File: config.mk
export PLATFORM = sky130hd
export DESIGN_NAME = axis_packet_master
export DESIGN_NICKNAME = d
export VERILOG_FILES = /design/src/rtl/axis_packet_master.sv
export SDC_FILE = /design/constraint.sdc
export NUM_CORES = 1
export LEC_CHECK = 0
export ABC_AREA = 1
export BUFFER_PORTS_ARGS = -buffer_cell sky130_fd_sc_hd__buf_2
export CORE_MARGIN = 2
export CORE_UTILIZATION = 39
export CTS_BUF_LIST = sky130_fd_sc_hd__clkbuf_4 sky130_fd_sc_hd__clkbuf_8 sky130_fd_sc_hd__clkbuf_16
export CTS_CLUSTER_SIZE = 24
export DETAILED_ROUTE_END_ITERATION = 8
export HOLD_SLACK_MARGIN = 0.03
export PLACE_DENSITY_LB_ADDON = 0.3
export REMOVE_ABC_BUFFERS = 1
export SLEW_MARGIN = 20
export SYNTH_ARGS = -nofsm -noshare
export SYNTH_HDL_FRONTEND = slang
export SYNTH_SLANG_ARGS = --single-unit
File: constraint.sdc
create_clock -name clk -period 4.6 [get_ports clk]
set_input_delay 0.69 -clock clk [delete_from_list [all_inputs] [get_ports clk]]
set_output_delay 0.69 -clock clk [all_outputs]
set_load 0.005 [all_outputs]
File: src/rtl/axis_packet_master.sv
// Packet-framing AXI-Stream master: a show-ahead FIFO feeds a two-state
// framer that emits pkt_len+1 beats per start request with tlast on the final beat.
module axis_packet_master #(
    parameter int DATA_W = 8,
    parameter int DEPTH  = 16,
    parameter int LEN_W  = 8
) (
    input  logic                     clk,
    input  logic                     rst,
    input  logic                     in_valid,
    input  logic [DATA_W-1:0]        in_data,
    output logic                     in_ready,
    input  logic                     start,
    input  logic [LEN_W-1:0]         pkt_len,
    input  logic                     tready,
    output logic                     tvalid,
    output logic [DATA_W-1:0]        tdata,
    output logic                     tlast,
    output logic                     busy,
    output logic                     pkt_done,
    output logic [$clog2(DEPTH):0]   fifo_level
);

    localparam int AW = $clog2(DEPTH);
    localparam logic [AW:0] FULL_LVL = (AW+1)'(DEPTH);

    typedef enum logic {
        IDLE,
        TX
    } state_t;

    state_t            state, state_nxt;
    logic [DATA_W-1:0] mem [DEPTH];
    logic [AW-1:0]     wr_ptr, rd_ptr;
    logic [AW:0]       level;
    logic [LEN_W-1:0]  len_q, len_nxt;
    logic [LEN_W-1:0]  beat_cnt, beat_nxt;
    logic              done_nxt;
    logic              wr_en, rd_en, last_beat;

    // Full blocks writes outright; no write-through even when a read pops.
    assign in_ready   = (level != FULL_LVL);
    assign fifo_level = level;
    assign wr_en      = in_valid && in_ready;

    assign busy      = (state == TX);
    assign tvalid    = (state == TX) && (level != '0);
    assign rd_en     = tvalid && tready;
    assign last_beat = (beat_cnt == len_q);
    assign tlast     = tvalid && last_beat;
    assign tdata     = tvalid ? mem[rd_ptr] : '0;

    always_comb begin
        state_nxt = state;
        len_nxt   = len_q;
        beat_nxt  = beat_cnt;
        done_nxt  = 1'b0;
        case (state)
            IDLE: begin
                if (start) begin
                    len_nxt   = pkt_len;
                    beat_nxt  = '0;
                    state_nxt = TX;
                end
            end
            TX: begin
                if (rd_en) begin
                    beat_nxt = beat_cnt + LEN_W'(1);
                    if (last_beat) begin
                        state_nxt = IDLE;
                        done_nxt  = 1'b1;
                    end
                end
            end
            default: state_nxt = IDLE;
        endcase
    end

    always_ff @(posedge clk) begin
        if (rst) begin
            state    <= IDLE;
            len_q    <= '0;
            beat_cnt <= '0;
            pkt_done <= 1'b0;
            wr_ptr   <= '0;
            rd_ptr   <= '0;
            level    <= '0;
        end else begin
            state    <= state_nxt;
            len_q    <= len_nxt;
            beat_cnt <= beat_nxt;
            pkt_done <= done_nxt;
            if (wr_en) wr_ptr <= wr_ptr + AW'(1);
            if (rd_en) rd_ptr <= rd_ptr + AW'(1);
            case ({wr_en, rd_en})
                2'b10:   level <= level + (AW+1)'(1);
                2'b01:   level <= level - (AW+1)'(1);
                default: level <= level;
            endcase
        end
    end

    // Storage carries no reset; tdata is gated by tvalid so stale words never show.
    always_ff @(posedge clk) begin
        if (!rst && wr_en) mem[wr_ptr] <= in_data;
    end

endmodule

* Word-level counts from Yosys, hierarchy flattened
Memories as Yosys holds them, arrays and structs flattened. A register that Yosys moved wholly into a read port is not among the register bits.
Cells that the tools add are included.
** Storage, ports and cells
- Logic and storage cells :: 46
- Register bits after elaboration :: 31
- Memories :: 1
- Output and inout port bits :: 18
- Bits of input ports :: 21
- Memory bits (writable) :: 128
** Cells by class
- Bitwise operators :: 2
- Reduce and logical (&&, ||, !) cells :: 11
- Add/subtract/negate cells :: 5
- Multiplexer cells :: 14
- Equal/unequal tests :: 6
** Memory list
- mem :: depth 16, width 8, rd ports 1, clocked after Yosys merged registers in 1, wr ports 1, line 33 : logic [DATA_W-1:0] mem [DEPTH];
** Operators by type and width (number)
- 8-bit two-way mux :: 3
- 8-bit case mux with 2 select lines :: 1
- 5-bit case mux with 2 select lines :: 1
- 4-bit by 1-bit adder with 4-bit output, second input constant :: 2
- 8-bit by 1-bit adder with 8-bit output, second input constant :: 1
- 8-bit == test :: 1
- 4-bit two-way mux :: 2
- 1-bit two-way mux :: 6
- 5-bit by 1-bit adder with 5-bit output, second input constant :: 1
- 1-bit logical AND :: 5
- 5-bit != test, second input constant :: 1
- 5-bit nonzero test :: 1
- 5-bit by 1-bit subtractor with 5-bit output, second input constant :: 1
- 2-bit AND reduction :: 2
- 3-bit OR reduction :: 1
- 2-bit by 1-bit == test with 1-bit output, second input constant :: 1
- 2-bit == test, second input constant :: 1
- 2-bit by 1-bit != test with 1-bit output, second input constant :: 1
- 2-bit != test, second input constant :: 1
- 1-bit inverter :: 2
- 1-bit case mux with 2 select lines :: 1
- 2-bit nonzero test :: 1
- 1-bit logical NOT :: 1

* Depth between registers and ports, before layout
Gate-level depths: netlist (run 1).
- Depth after elaboration :: 5
- Gate-level depth with buffers :: 13
- Depth with buffers taken out :: 13

* Worst setup path after synthesis (run 1)
No wires, ideal clock.
- Path type :: input port to flip-flop
- From :: input tready
- To :: register level[4] (netlist: fifo_level[4])
- Path buffers :: 0
- Slack :: 2.494 ns
- Data required time :: 4.483 ns
- Cell stages on the path :: 11
- Library setup time :: 0.117 ns
- Data arrival time :: 1.989 ns
- Cell sequence :: inv_1 -> nor2_2 -> ha_1 -> xor2_1 -> ha_1 -> a21o_1 -> nand3_1 -> nand3_1 -> nand2_1 -> nor2_1 -> nor2_1
** Between the ends
- Word-level cells in the longest chain between the ends :: 3
- Elaborated cells on any way between the ends :: 5
- Classes of those cells :: eq/ne (2); mux (1); reduce/logical (2)
** RTL lines
- start, declared :: line 15 : input logic tready,
- 1-bit logical AND * :: line 48 : assign rd_en = tvalid && tready;
- net rd_en :: line 39 : logic wr_en, rd_en, last_beat;
- 2-bit by 1-bit == test with 1-bit output / 2-bit == test (equally long branches) :: line 95 : case ({wr_en, rd_en})
- 5-bit case mux with 2 select lines / 2-bit nonzero test (equally long branches)
- end signal, assigned :: line 96 : 2'b10: level <= level + (AW+1)'(1);
- end signal, assigned :: line 97 : 2'b01: level <= level - (AW+1)'(1);
- end signal, assigned :: line 98 : default: level <= level;
- end, declared :: line 35 : logic [AW:0] level;
The timed path passes the listed nets; every way through them passes the cells marked *.
A chain may end at the register's enable or synchronous reset.

==> results of run 1 <==
kinds of logic after synthesis:
| group | after synthesis | share of synthesized area (%) |
|---|---|---|
| AOI/OAI and AO/OA | 138 | 11.3 |
| DFF | 163 | 64.4 |
| buffers and inverters | 126 | 7.43 |
| xor gates and xnor gates | 13 | 1.61 |
| adders and majority gates | 10 | 1.77 |
| and+or+nand+nor | 221 | 13.5 |
metrics by stage:
| step | hold slack, ps | power (mW) |
|---|---|---|
| finish | 471 | 3.51 |
| global route | 498 | 3.64 |
| CTS | 475 | 3.52 |
| detailed placement | 466 | 2.06 |
| global placement | 458 | 2.05 |
| floorplan | 446 | 1.92 |
layer usage:
layer | GRT usage (%) | wire length (um) | up-vias
li1 | - | - | 2358
met3 | 3.94 | 1070 | 25
met5 | 0 | 0 | -
met2 | 28.7 | 7810 | 183
met4 | 5.53 | 260 | 0
met1 | 21.6 | 6860 | 2320
flip-flops by register name, summed over array words and instances (netlist names), named ones only:
name	flops
rd_ptr	4
wr_ptr	4
fifo_level	5
pkt_done	1
len_q	8
mem	128
beat_cnt	8
busy	1
power groups by stage:
stage	clock [mW]	sequential [mW]	combinational, mW
final	1.47	1.69	0.350
after global routing	1.56	1.69	0.390
after CTS	1.49	1.70	0.333
after detailed placement	0	1.73	0.330
after global placement	0	1.73	0.323
after floorplan	0	1.71	0.206
cell usage in the layout (no fill, tap or decap), drive strengths merged:
cell / count
clkbuf: 17
edfxtp: 128
or2: 1
nor3: 1
nor4: 1
a21o: 1
o21bai: 1
xor2: 7
inv: 104
a21oi: 52
xnor2: 6
ha: 10
dfxtp: 35
o21ai: 44
nand3: 70
nor2: 53
clkinv: 4
o211ai: 40
buf: 39
bufinv: 3
nand2: 95
layout make-up:
cell class                      count  area share (%)
Tap cell                          229            3.57
Sequential cell                   163            56.8
Inverter                           96            4.50
Multi-Input combinational cell    382            24.9
Clock inverter                     15            2.39
Clock buffer                       17            5.31
Timing Repair Buffer               39            2.62
final timing paths:
check                       end  slack, ps  cells past startpoint
hold / removal         len_q[7]        470                      2
hold reg to reg        len_q[7]        470                      2
setup / recovery       tdata[2]       1320                      6
setup reg to reg  fifo_level[4]       2060                     13
critical path, stage by stage, from the launching register on:
cell and delay (ps):
dfxtp_2 1020, inv_1 400, o211ai_1 210, nand3_1 130, nand3_1 140, a21oi_1 90, buf_2 150
==> out/results.ini, run 1 <==
[run_status]
status = finished, final reports clean

[final_layout]
multi_input_area_um2 = 1990
stdcell_area_um2 = 8020
final_util_pct = 44.9
syn2layout_area_growth_pct = 13.5
antenna_cells = 0
nNetsFinal = 730
fin_cells = 941
drive_above_1_share_pct = 11.9
n_fill_cell = 1644
ff_latch_area_um2 = 4550

[place]
pre_cts_slack_ps = 1810
io_buffer_count = 38
gp_congestion = 0.877
dp.cells = 908
dp_hpwl_um = 10400
placed_area_um2 = 7380

[critical_path]
startpoint_type = register
worstPathRequired_ps = 3910
crit_fanout = 57
critPathCaptureType = output pin
worstSetupPathType = reg -> out
critPathArrivalTime_ps = 2590
r2r-start = fifo_level[1]

[timing]
tns_ps = 0
rsz0062_at_grt = false
finalSetupViolCount = 0
slew_headroom_pct = 29.0
tightest_slew_ps = 1060
fin_crit_ps = 3280
period_share_pct = 71.3
finalHoldViolations = 0
drv_slew = 0
fmax_mhz = 305
setup_ws_ps = 1320
finClkSkew_ps = 11.3

[yosys]
syn_inst = 671
synth_top_cell_area_share_pct = 54.4
synth_area_leaders = edfxtp_1 54%, dfxtp_1 9.9%, inv_1 5.0%, nand3_1 4.9%, nand2_1 4.8%
yosys_warnings = 0
async_flop_share_pct = 0
synth_cell_types = 29
postSynthAreaPerCell_um2 = 10.5
synth_area_um2 = 7060
ys_top_cells_by_count = 128 x edfxtp_1, 94 x inv_1, 90 x nand2_1
synth_top_area_cell = edfxtp_1
yosysMostFrequentCell = edfxtp_1
ys_ff_latch = 163
synth-main-ff-cell = edfxtp_1
synth_edf_count = 128
synth_seq_area_share_pct = 64.4

[detailed_routing]
drt_iter0_drc = 371
ant_nets = 0
via_count = 4886
drc = 0
wl_per_cell_um = 17.0
wl_um = 16000
firstDrtPassIters = 5
routed_via_density = 5.19

[worst_hold_path]
hp-start = len_q[7]
min_path_type = reg -> reg

[global_route]
grt_overflow = 0
grt_use_total_pct = 17.0
grt_pass1_vias = 4772
grt_max_degree = 129
antenna_found_initial = 0
grt_first_pass_wirelength_um = 25000

[power_and_ir_drop]
p_sw_mw = 0.891
clockPowerShare_pct = 42.0
internal_power_mw = 2.62
power-per-cell-area_nw_per_um2 = 438
seq_power_share_pct = 48.1
peakVddDrop_uv = 275
combPwrFrac_pct = 10.0
leakage_nw = 2.98
p_sw_share_pct = 25.4

[cts]
clk_pin_slew_ps = 60
cts_sinks = 163
clock_latency_ps = 430
cts_hold_buffers = 0
cts_root_buf = clkbuf_16
postCtsResizedCells = 0
clock_path_buffers = 2
cts_tree = built
cts_buffers = 17
htreeDepth = 4
postCtsSetupBuffers = 0

[floorplanning]
start_util_pct = 39.6
die_height_um = 139
ios = 39
core_um2 = 17800
rows = 49
fp.dieW_um = 139
dieArea_um2 = 19200

[flow_run]
maxCapViolCount = 0

(Power assumes the default switching activity.)
==> inputs of run 2 (changes only) <==
Clock period 4.6 ns to 2.85 ns, I/O delays scaled along.
==> run 2 against run 1 <==
Net effect:
- via count fell by 0.65%
- global-route usage decreased by 0.73 points
- routed wire length down 5.0%
- worst hold slack worse by 220 ps
- setup slack got worse by 1000 ps
- clock skew down 2.2 ps
- sequential share of layout area down 0.65 points
- clock power up 65%
- die area unchanged
- cell count increased by 0.96%
- sequential cell count unchanged
==> out/results.ini, run 2 (synthesis gave the netlist of run 1 again) <==
[run_status]
status = finished, final reports clean  ; unchanged

[timing]
drv_slew = 0  ; unchanged
tightest_slew_ps = 789  ; was 1060 ps
hold_ws_ps = 251  ; was 471 ps
fmax_mhz = 390
finalHoldViolations = 0  ; unchanged
finalSetupViolCount = 0  ; unchanged
tns_ps = 0  ; unchanged
rsz0062_at_grt = false  ; unchanged
fin_crit_ps = 2570
slew_headroom_pct = 47.2  ; was 29.0%
finClkSkew_ps = 9.08  ; was 11.3 ps
period_share_pct = 90.1

[floorplanning]
core_um2 = 17800  ; unchanged
start_util_pct = 39.6  ; unchanged
rows = 49  ; unchanged
die_height_um = 139  ; unchanged
dieArea_um2 = 19200  ; unchanged
ios = 39  ; unchanged
fp.dieW_um = 139  ; unchanged

[critical_path]
worstPathRequired_ps = 2420  ; was 3910 ps
worstSetupPathType = reg -> out  ; unchanged
cp_slowest_cell = dfxtp_4  ; was dfxtp_2
critPathArrivalTime_ps = 2140  ; was 2590 ps
critPathCaptureType = output pin  ; unchanged
crit_top_cell = nand3_1  ; unchanged
critical_path.max_stage_delay_ps = 530  ; was 1020 ps
startpoint_type = register  ; unchanged
crit_path_cell_trace = buf_12, o211ai_1, nand3_1, nand3_1, a21oi_1, buf_2  ; was inv_1, o211ai_1, nand3_1, nand3_1, a21oi_1, buf_2
crit_fanout = 66  ; was 57

[final_layout]
drive_above_1_share_pct = 12.9  ; was 11.9%
syn2layout_area_growth_pct = 14.8  ; was 13.5%
final_util_pct = 45.4  ; was 44.9%
top_register = mem  ; unchanged
stdcell_area_um2 = 8110  ; was 8020 um^2
top_regs = mem (128), beat_cnt (8), len_q (8)  ; unchanged
largest_reg_flops = 128  ; unchanged
layout_common_cells = 128 x edfxtp_1, 94 x inv_1, 90 x nand2_1, 69 x nand3_1, 52 x a21oi_1  ; unchanged
fin_cells = 950  ; was 941
nNetsFinal = 739  ; was 730
final_common_cell = edfxtp_1  ; unchanged
antenna_cells = 0  ; unchanged

[cts]
cts_root_buf = clkbuf_16  ; unchanged
postCtsResizedCells = 0  ; unchanged
cts_sinks = 163  ; unchanged
clk_pin_slew_ps = 60  ; about the same
postCtsSetupBuffers = 0  ; unchanged
cts_hold_buffers = 0  ; unchanged
clock_latency_ps = 420  ; was 430 ps
htreeDepth = 4  ; unchanged
cts_tree = built  ; unchanged
cts_buffers = 17  ; unchanged
clock_path_buffers = 2  ; unchanged

[detailed_routing]
firstDrtPassIters = 5  ; unchanged
drt_iter0_drc = 372  ; was 371
drc = 0  ; unchanged
routed_via_density = 5.11  ; was 5.19
ant_nets = 0  ; unchanged
wl_per_cell_um = 16.0  ; was 17.0 um
wl_um = 15200  ; was 16000 um
via_count = 4854  ; was 4886

[flow_run]
maxCapViolCount = 0  ; unchanged

[place]
dp_hpwl_um = 10200  ; was 10400 um
gp_congestion = 0.876  ; was 0.877
io_buffer_count = 38  ; unchanged
placed_area_um2 = 7480  ; was 7380 um^2
dp.cells = 918  ; was 908

[global_route]
grt_use_total_pct = 16.2  ; was 17.0%
grt_pass1_vias = 4623  ; was 4772
grt_first_pass_wirelength_um = 24400  ; was 25000 um
grt_overflow = 0  ; unchanged
antenna_found_initial = 0  ; unchanged
grt_max_degree = 67  ; was 129

[power_and_ir_drop]
power-per-cell-area_nw_per_um2 = 704  ; was 438 nW/um^2
seq_power_share_pct = 47.2  ; was 48.1%
internal_power_mw = 4.30  ; was 2.62 mW
p_sw_share_pct = 24.6  ; was 25.4%
leakage_nw = 3.02  ; was 2.98 nW
combPwrFrac_pct = 10.3  ; was 10.0%
clockPowerShare_pct = 42.5  ; was 42.0%
peakVddDrop_uv = 495  ; was 275 uV
p_sw_mw = 1.40  ; was 0.891 mW

[worst_hold_path]
min_path_type = in -> reg  ; was reg -> reg

==> run 2: worst paths after layout <==
kind / start / slack (ps) / end / cells past startpoint
max: register / 280 / tdata[4] / 6
min reg2reg: len_q[4] / 480 / len_q[4] / 2
min: pkt_len[2] / 250 / len_q[2] / 3
max reg2reg: fifo_level[0] / 290 / fifo_level[4] / 13
==> run 2: power by group through the flow <==
stage          sequential (mW)  combinational [mW]  clock, mW
3_3_place_gp              2.74               0.565          0
6_report                  2.70               0.589       2.43
5_1_grt                   2.70               0.663       2.55
2_1_floorplan             2.76               0.332          0
3_5_place_dp              2.75               0.583          0
4_1_cts                   2.69               0.586       2.47
==> run 2: through the flow <==
step,total power [mW],worst slack [ps]
floorplan,3.10,-439
global placement,3.30,581
detailed placement,3.33,363
CTS,5.75,302
global route,5.92,54.6
finish,5.71,283
==> run 2: worst max-delay path: cells and delay by family, from the launching register on <==
kind	cells	cell delay, ps
compound gates	2	420
simple gates	2	270
flops	1	530
buf+inv	2	460
==> run 2: layout make-up <==
type	count	area (um^2)
Fill cell	1622	9730
Tap cell	229	287
Clock inverter	15	204
Clock buffer	17	425
Multi-Input combinational cell	382	1990
Timing Repair Buffer	48	290
Inverter	96	360
Sequential cell	163	4550
==> run 2: metal layers <==
metal | share of wire [%] | vias to the layer above | global-route usage (%)
met5 | 0 | - | 0
met4 | 0.95 | 0 | 4.67
met3 | 6.3 | 11 | 4.52
met2 | 47 | 186 | 26.6
met1 | 45 | 2285 | 21.2
li1 | - | 2372 | -
